**src/rtl/common_pkg.sv**
```systemverilog
// Shared types and sizing for the systolic-array operand path.
package common_pkg;

    localparam int DATA_W         = 8;
    localparam int SYS_ARRAY_SIZE = 4;
    localparam int T_C            = 4;

    typedef logic signed [DATA_W-1:0] data_t;

    // One element on an array edge lane, tagged with end-of-tile.
    typedef struct packed {
        logic  last;
        data_t data;
    } matrix_data_t;

    // Load/stream counter: indexes a tile of up to T_C vectors.
    localparam int MCOUNT_W = (T_C > 1) ? $clog2(T_C) : 1;
    typedef logic [MCOUNT_W-1:0] mcount_t;

    // Flush counter: counts up to SYS_ARRAY_SIZE drain cycles.
    localparam int FCOUNT_W = (SYS_ARRAY_SIZE > 1) ? $clog2(SYS_ARRAY_SIZE) : 1;
    typedef logic [FCOUNT_W-1:0] fcount_t;

    typedef enum logic [2:0] {
        IDLE,
        FILL,
        WAIT,
        STREAM,
        FLUSH
    } feeder_state_e;

endpackage

```
**src/rtl/skew_delay_line.sv**
```systemverilog
// Fixed-length register chain that delays one lane element by LEN cycles.
module skew_delay_line
    import common_pkg::*;
#(
    parameter int LEN = 1
) (
    input  logic         clk,
    input  logic         rst,
    input  matrix_data_t din,
    output matrix_data_t dout
);

    matrix_data_t stage_p [LEN];

    // Shift the element one stage per cycle; reset drains the whole chain to zero.
    always_ff @(posedge clk) begin
        if (rst) begin
            for (int j = 0; j < LEN; j++) begin
                stage_p[j] <= '0;
            end
        end else begin
            stage_p[0] <= din;
            for (int j = 1; j < LEN; j++) begin
                stage_p[j] <= stage_p[j-1];
            end
        end
    end

    assign dout = stage_p[LEN-1];

endmodule

```
**src/rtl/operand_skew_feeder.sv**
```systemverilog
// Buffers one operand tile, then streams it into the array edge with a
// per-lane skew so lane i lags lane 0 by i cycles.
// DEPTH must not exceed T_C and N must not exceed SYS_ARRAY_SIZE, since the
// counters are sized from those package constants.
module operand_skew_feeder
    import common_pkg::*;
#(
    parameter int N     = SYS_ARRAY_SIZE,
    parameter int DEPTH = T_C
) (
    input  logic                 clk,
    input  logic                 rst,
    input  logic                 start_i,
    input  logic                 mem_valid_i,
    output logic                 mem_ready_o,
    input  data_t [N-1:0]        mem_data_i,
    output logic                 loaded_o,
    input  logic                 go_i,
    output matrix_data_t [N-1:0] feed_o,
    output logic                 busy_o,
    output logic                 done_o
);

    localparam mcount_t LAST_K = mcount_t'(DEPTH - 1);
    localparam fcount_t LAST_F = fcount_t'(N - 1);
    localparam int      IDX_W  = (DEPTH > 1) ? $clog2(DEPTH) : 1;

    feeder_state_e state_q, state_d;
    mcount_t       cnt_q, cnt_d;
    mcount_t       scnt_q, scnt_d;
    fcount_t       fcnt_q, fcnt_d;
    logic          buf_we;

    data_t [N-1:0]        tile_buf [DEPTH];
    matrix_data_t [N-1:0] inj;

    // State and counter registers.
    always_ff @(posedge clk) begin
        if (rst) begin
            state_q <= IDLE;
            cnt_q   <= '0;
            scnt_q  <= '0;
            fcnt_q  <= '0;
        end else begin
            state_q <= state_d;
            cnt_q   <= cnt_d;
            scnt_q  <= scnt_d;
            fcnt_q  <= fcnt_d;
        end
    end

    // Next-state, counter advance and buffer write enable; counters hold at
    // their terminal value instead of wrapping.
    always_comb begin
        state_d = state_q;
        cnt_d   = cnt_q;
        scnt_d  = scnt_q;
        fcnt_d  = fcnt_q;
        buf_we  = 1'b0;
        unique case (state_q)
            IDLE: begin
                if (start_i) begin
                    state_d = FILL;
                    cnt_d   = '0;
                end
            end
            FILL: begin
                if (mem_valid_i) begin
                    buf_we = 1'b1;
                    if (cnt_q == LAST_K) begin
                        state_d = WAIT;
                    end else begin
                        cnt_d = cnt_q + 1'b1;
                    end
                end
            end
            WAIT: begin
                if (go_i) begin
                    state_d = STREAM;
                    scnt_d  = '0;
                end
            end
            STREAM: begin
                if (scnt_q == LAST_K) begin
                    state_d = FLUSH;
                    fcnt_d  = '0;
                end else begin
                    scnt_d = scnt_q + 1'b1;
                end
            end
            FLUSH: begin
                if (fcnt_q == LAST_F) begin
                    state_d = IDLE;
                end else begin
                    fcnt_d = fcnt_q + 1'b1;
                end
            end
            default: state_d = IDLE;
        endcase
    end

    // Tile storage; contents are only read after a full FILL, so no reset.
    always_ff @(posedge clk) begin
        if (buf_we) begin
            tile_buf[cnt_q[IDX_W-1:0]] <= mem_data_i;
        end
    end

    // Lane injection: buffered vector during STREAM, zero bubbles otherwise.
    always_comb begin
        for (int i = 0; i < N; i++) begin
            inj[i] = '0;
            if (state_q == STREAM) begin
                inj[i].data = tile_buf[scnt_q[IDX_W-1:0]][i];
                inj[i].last = (scnt_q == LAST_K);
            end
        end
    end

    // Lane i sits i+1 registers from the injection point.
    for (genvar i = 0; i < N; i++) begin : g_lane
        skew_delay_line #(
            .LEN(i + 1)
        ) u_line (
            .clk (clk),
            .rst (rst),
            .din (inj[i]),
            .dout(feed_o[i])
        );
    end

    assign mem_ready_o = (state_q == FILL);
    assign loaded_o    = (state_q == WAIT);
    assign busy_o      = (state_q != IDLE);
    assign done_o      = (state_q == FLUSH) && (fcnt_q == LAST_F);

endmodule

```
**config.mk**
```make
export PLATFORM = sky130hd
export DESIGN_NAME = operand_skew_feeder
export DESIGN_NICKNAME = d
export VERILOG_FILES = /design/src/rtl/common_pkg.sv /design/src/rtl/skew_delay_line.sv /design/src/rtl/operand_skew_feeder.sv
export SDC_FILE = /design/constraint.sdc
export NUM_CORES = 1
export LEC_CHECK = 0
export ABC_AREA = 1
export CAP_MARGIN = 20
export CELL_PAD_IN_SITES_DETAIL_PLACEMENT = 2
export CELL_PAD_IN_SITES_GLOBAL_PLACEMENT = 2
export CORE_ASPECT_RATIO = 1.2
export CORE_MARGIN = 1
export CORE_UTILIZATION = 29
export CTS_CLUSTER_SIZE = 28
export DETAILED_ROUTE_END_ITERATION = 16
export PLACE_DENSITY_LB_ADDON = 0.1
export SYNTH_ARGS = -nofsm -noshare
export SYNTH_HDL_FRONTEND = slang
export SYNTH_SLANG_ARGS = --single-unit
```
**constraint.sdc**
```tcl
create_clock -name clk -period 5.29 [get_ports clk]
set_input_delay 1.058 -clock clk [delete_from_list [all_inputs] [get_ports clk]]
set_output_delay 1.058 -clock clk [all_outputs]
set_load 0.005 [all_outputs]
```
* After elaboration in Yosys (flattened, before gate mapping)
Memories as Yosys holds them, arrays and structs flattened. A register that Yosys moved wholly into a read port is not among the register bits. Cells that the tools add are included. W data, S select, Z words.
Storage, ports and cells: memories kept 5, latch bits 0, output and inout port bits 40, memory bits (read-only) 0, bits of input ports 37, bits in registers 9, memory bits (writable) 218
Memories:
- tile_buf | depth 4, width 32, read ports 1, clocked after memory_dff 1, write ports 1, RTL line operand_skew_feeder.sv:34 | data_t [N-1:0] tile_buf [DEPTH];
- g_lane[3].u_line.stage_p | depth 4, width 9, read ports 4, clocked after memory_dff 0, write ports 4, RTL line skew_delay_line.sv:13 | matrix_data_t stage_p [LEN];
- g_lane[2].u_line.stage_p | depth 3, width 9, read ports 3, clocked after memory_dff 0, write ports 3, RTL line skew_delay_line.sv:13
- g_lane[1].u_line.stage_p | depth 2, width 9, read ports 2, clocked after memory_dff 0, write ports 2, RTL line skew_delay_line.sv:13
- g_lane[0].u_line.stage_p | depth 1, width 9, read ports 1, clocked after memory_dff 0, write ports 1, RTL line skew_delay_line.sv:13
Operators by class: multiplexer cells 41, bitwise operators 9, multipliers 0, shift operators 0, equality and inequality tests 16, div/mod/pow operators 0, add/sub/neg operators 3, reduce and logical (&&, ||, !) cells 11, magnitude comparators 0
Operator list (count):
- $mux W9 | 14
- $mux W2 | 9
- $mux W3 | 6
- $pmux W3 S5 | 1
- $ne A2 B2 Y1 const B | 7
- $pmux W2 S2 | 3
- $or A1 B1 Y1 | 9
- $reduce_or A9 Y1 | 1
- $mux W1 | 8
- $add A2 B1 Y2 const B | 3
- $eq A2 B2 Y1 const B | 3
- $eq A3 B2 Y1 const B | 2
- $reduce_and A3 Y1 | 2
- $reduce_and A6 Y1 | 1
- $reduce_bool A2 Y1 | 3
- $ne A2 B1 Y1 const B | 2
- $reduce_and A4 Y1 | 1
- $eq A3 B1 Y1 const B | 1
- $eq A3 B3 Y1 const B | 1
- $logic_not A3 Y1 | 1
- $reduce_bool A3 Y1 | 1
- $logic_and A1 B1 Y1 | 1

* Longest topological paths before layout
depth in word-level cells 5, mapped depth 9, gate-level depth less buffers 9

* Hierarchy
Synthesis repeated with hierarchy kept, for this count alone.
Unflattened totals: cell total of the unflattened synthesis 780, area, all modules 8345.5 um^2
By module, submodules not included:
- operand_skew_feeder | sequential area each 4063.9 um^2, cells an instance 482, area an instance 5609.1 um^2, times used 1
- skew_delay_line (g_lane[3].u_line) | sequential area each 720.7 um^2, cells an instance 112, area an instance 1041.0 um^2, times used 1
- skew_delay_line (g_lane[2].u_line) | sequential area each 540.5 um^2, cells an instance 93, area an instance 847.1 um^2, times used 1
- skew_delay_line (g_lane[1].u_line) | sequential area each 360.3 um^2, cells an instance 65, area an instance 589.3 um^2, times used 1
- skew_delay_line (g_lane[0].u_line) | sequential area each 180.2 um^2, cells an instance 28, area an instance 259.0 um^2, times used 1

* Least setup slack after synthesis
Ideal clock, no wire load.
path kind input port to flip-flop, start input mem_valid_i, end memory tile_buf[0][0] (netlist name) (enable), arrival time 2.506 ns, stages 2, setup slack 2.363 ns, library setup time 0.421 ns, cells stage by stage nand2_1 > nor2_1
On the way: word-level cells in the longest chain between the ends 4
Ends and longest elaborated chain:
- from (decl) | RTL line operand_skew_feeder.sv:14 | input logic mem_valid_i,
- $mux W1 | RTL line operand_skew_feeder.sv:68 | if (mem_valid_i) begin
- $mux W1 | RTL line operand_skew_feeder.sv:60 | unique case (state_q)
- $mux W1 | RTL line operand_skew_feeder.sv:104 | if (buf_we) begin
- $mux W1 (implied by the code) | RTL line operand_skew_feeder.sv:105 | tile_buf[cnt_q[IDX_W-1:0]] <= mem_data_i;
- to (decl) | RTL line operand_skew_feeder.sv:34
No other way between the ends.

* Worst setup path in the final report
start register state_q[2], end output loaded_o
On the way: word-level cells in the longest chain between the ends 1
Ends and longest elaborated chain:
- from (decl) | RTL line operand_skew_feeder.sv:28 | feeder_state_e state_q, state_d;
- from (signal assigned) | RTL line operand_skew_feeder.sv:45 | state_q <= state_d;
- $eq A3 B2 Y1 | RTL line operand_skew_feeder.sv:133 | assign loaded_o = (state_q == WAIT);
- to (decl) | RTL line operand_skew_feeder.sv:17 | output logic loaded_o,
No other way between the ends.

==> impl_metrics.toml <==
[run_status]
status = "finished, violations left"
violations = "design-rule violations"

[floorplanning]
dieArea_sq_um = 27760
floorplan.initialDensity_pct = 29.73
ioPinCount = 77
core_area_sq_um = 26430
die_h_um = 182.3
num_rows = 65
chipWidth_um = 152.3

[place]
dp_hpwl_um = 11110
port-buffer-count = 76
place.gp.congestion = 0.7156
post-place-ws_ns = 2.089
dpl.cell_count = 1067

[job]
drv_cap = 0

[grt]
use_met3_pct = 2.351
grt_pass1_vias = 5539
grt_usage_pct = 13.66
use_met2_pct = 25.24
grt_max_degree = 66
grt_overflow = 0
antenna_found_initial = 0
busiest_layer = "met2"
grt_pass1_wl_um = 29550
use_met1_pct = 16.02

[synth]
synth_edf_count = 128
synth_cells = 697
async_flop_share_pct = 0
synthFlopType = "edfxtp_1"
synth-seq-cells = 223
synthesis.area_sq_um = 7859
ys_seq_area_share_pct = 73.11
yosysWarningCount = 0
syn_area_per_cell_sq_um = 11.28
synth_nets = 740
ys_types = 22

[finish]
n_fill_cell = 2725
final_cells = 1114
area_delta_synth_final_pct = 23.63
diodes = 0
final_nets = 804
drive_above_1_share_pct = 9.114

[route]
dr.first_iter.drc_count = 168
routed_wl_um = 18360
ant_nets = 0
dr.pass1.iters = 10
num_vias = 4938
post-route-drc-count = 3
routedWlPerCell_um = 16.48
via_per_inst = 4.433

[cts]
h-tree-depth = 1
clkTransAtPathRegs_ns = 0.06
cts_tree = "built"
cts_setup_buffers = 0
cts_num_sinks = 223
cts-root-buf = "clkbuf_16"
cts_resized = 0
numCtsBuffers = 25
ctsHoldBuffers = 0
clock_path_buffers = 3
clock_latency_ns = 0.51

[timing]
final-hold-violation-count = 0
period_minus_slack_ns = 2.881
worst_pin_slew_ns = 0.8838
max_slew_margin_pct = 40.87
rsz0062_at_grt = "false"
drv_slew = 0
timing.final.ws_setup_ns = 2.409
setup_tns_ns = 0
hold_slack_ns = 0.3999
finalSetupViolCount = 0
clock_skew_ns = 0.008626
fmax_ghz = 0.3471
finalCritPeriodShare_pct = 54.47

[setup_path]
crit_family = "buffers and inverters"
path_class = "reg -> out"
crit_arrival_ns = 1.82
cp_slowest_cell = "clkdlybuf4s50_1"
rr_worst_depth = 6
cp.depth = 4
required_ns = 4.23
r2r_slack_ns = 2.95
cp-start-kind = "flop"
end_kind = "output port"
cp_num_buf_inv = 2
cp_common_cell = "nor2_2"
path_max_fanout = 6
slowest_delay_ns = 0.52
crit_path_cell_trace = "nor2_2 -> inv_2 -> nor2_2 -> clkdlybuf4s50_1"

[min_path]
hold_class = "reg -> reg"
hold_depth = 2

[power_and_ir_drop]
peakVddDrop_v = 0.0002150
p_per_area_nw_per_um2 = 467.6
leakage_nw = 3.440
[flip-flops by register name (all words and copies together) (netlist names), named ones only]
register / count
tile_buf: 128
g_lane.u_line.stage_p: 84
state_q: 3
cnt_q: 2
fcnt_q: 2
scnt_q: 2
[final cells by class]
class,count,area (sq um),area share (%)
timing repair buffer,85,893.4,9.195
inverter,77,291.5,3.001
tap,335,419.2,4.314
clock buffer,31,668.1,6.877
clock inverter,14,123.9,1.275
sequential,223,5748,59.16
multi-input combinational,349,1572,16.18
[where the power goes]
| part | internal (mW) | switching (mW) | total, mW |
|---|---|---|---|
| sequential | 1.95 | 0.0419 | 2.00 |
| clock | 0.991 | 0.674 | 1.67 |
| combinational | 0.283 | 0.598 | 0.881 |
| total | 3.23 | 1.31 | 4.54 |
[synth_stat cells (all sizes together) (6+ instances only)]
library cell,n,share of area [%]
dfxtp,95,24
inv,76,3.7
nand3,9,0.57
ha,6,0.96
clkbuf,12,0.57
o21ai,69,4.4
buf,36,3.0
nand2,21,1.1
a21oi,36,2.3
nor2,207,10
edfxtp,128,49
[cell families after synthesis]
logic type                 count (synthesis)  share of synthesized area [%]
and+or+nand+nor                          238                          11.88
DFF                                      223                          73.11
buffers and inverters                    125                          7.276
AOI/OAI and AO/OA                        105                          6.782
adders and majority gates                  6                         0.9552
[per-stage QoR]
stage | area, sq um | power (mW) | utilization, %
final | 9716 | 4.543 | 36.76
after global routing | 9716 | 4.811 | 36.76
after CTS | 9676 | 4.623 | 36.61
after detailed placement | 8884 | 2.924 | 33.61
after global placement | 8816 | 2.873 | 33.35
after floorplan | 7859 | 2.601 | -
[final timing paths]
path                                    endpoint                           start
setup reg to reg  g_lane[2].u_line.stage_p[0][3]                            flop
hold / removal    g_lane[3].u_line.stage_p[3][2]  g_lane[3].u_line.stage_p[2][2]
hold reg to reg   g_lane[3].u_line.stage_p[3][2]  g_lane[3].u_line.stage_p[2][2]
setup / recovery                        loaded_o                      state_q[2]
[worst register-to-register path: stages, from the launching register on]
cell      delay [ns]
dfxtp_2         0.32
buf_4           0.40
clkinv_1        0.69
buf_4           0.45
nor2_1          0.16
o21ai_1         0.10
a21oi_1         0.14
[metal layers]
metal | wire [um] | vias up | part of all wire, %
li1 | - | 2374 | -
met1 | 7765 | 2448 | 42
met2 | 9358 | 84 | 51
met3 | 856 | 32 | 4.7
met4 | 379 | 0 | 2.1
met5 | 0 | - | 0
[cells in the final DEF, fill, tap and decap left out]
cell type and n:
a21oi_1 35, a21oi_2 1, buf_12 4, buf_16 1
buf_2 1, buf_4 4, bufinv_16 2, clkbuf_1 4
clkbuf_16 25, clkbuf_8 2, clkdlybuf4s50_1 75, clkinv_1 3
clkinv_2 8, clkinv_4 1, clkinvlp_4 1, dfxtp_1 93
dfxtp_2 2, edfxtp_1 128, ha_1 6, inv_1 72
inv_2 3, inv_4 1, nand2_1 17, nand2_2 4
nand3_1 9, nand3b_1 1, nor2_1 197, nor2_2 6
nor2_4 4, o21ai_0 62, o21ai_1 6, o21ai_2 1
(Power assumes the default switching activity.)
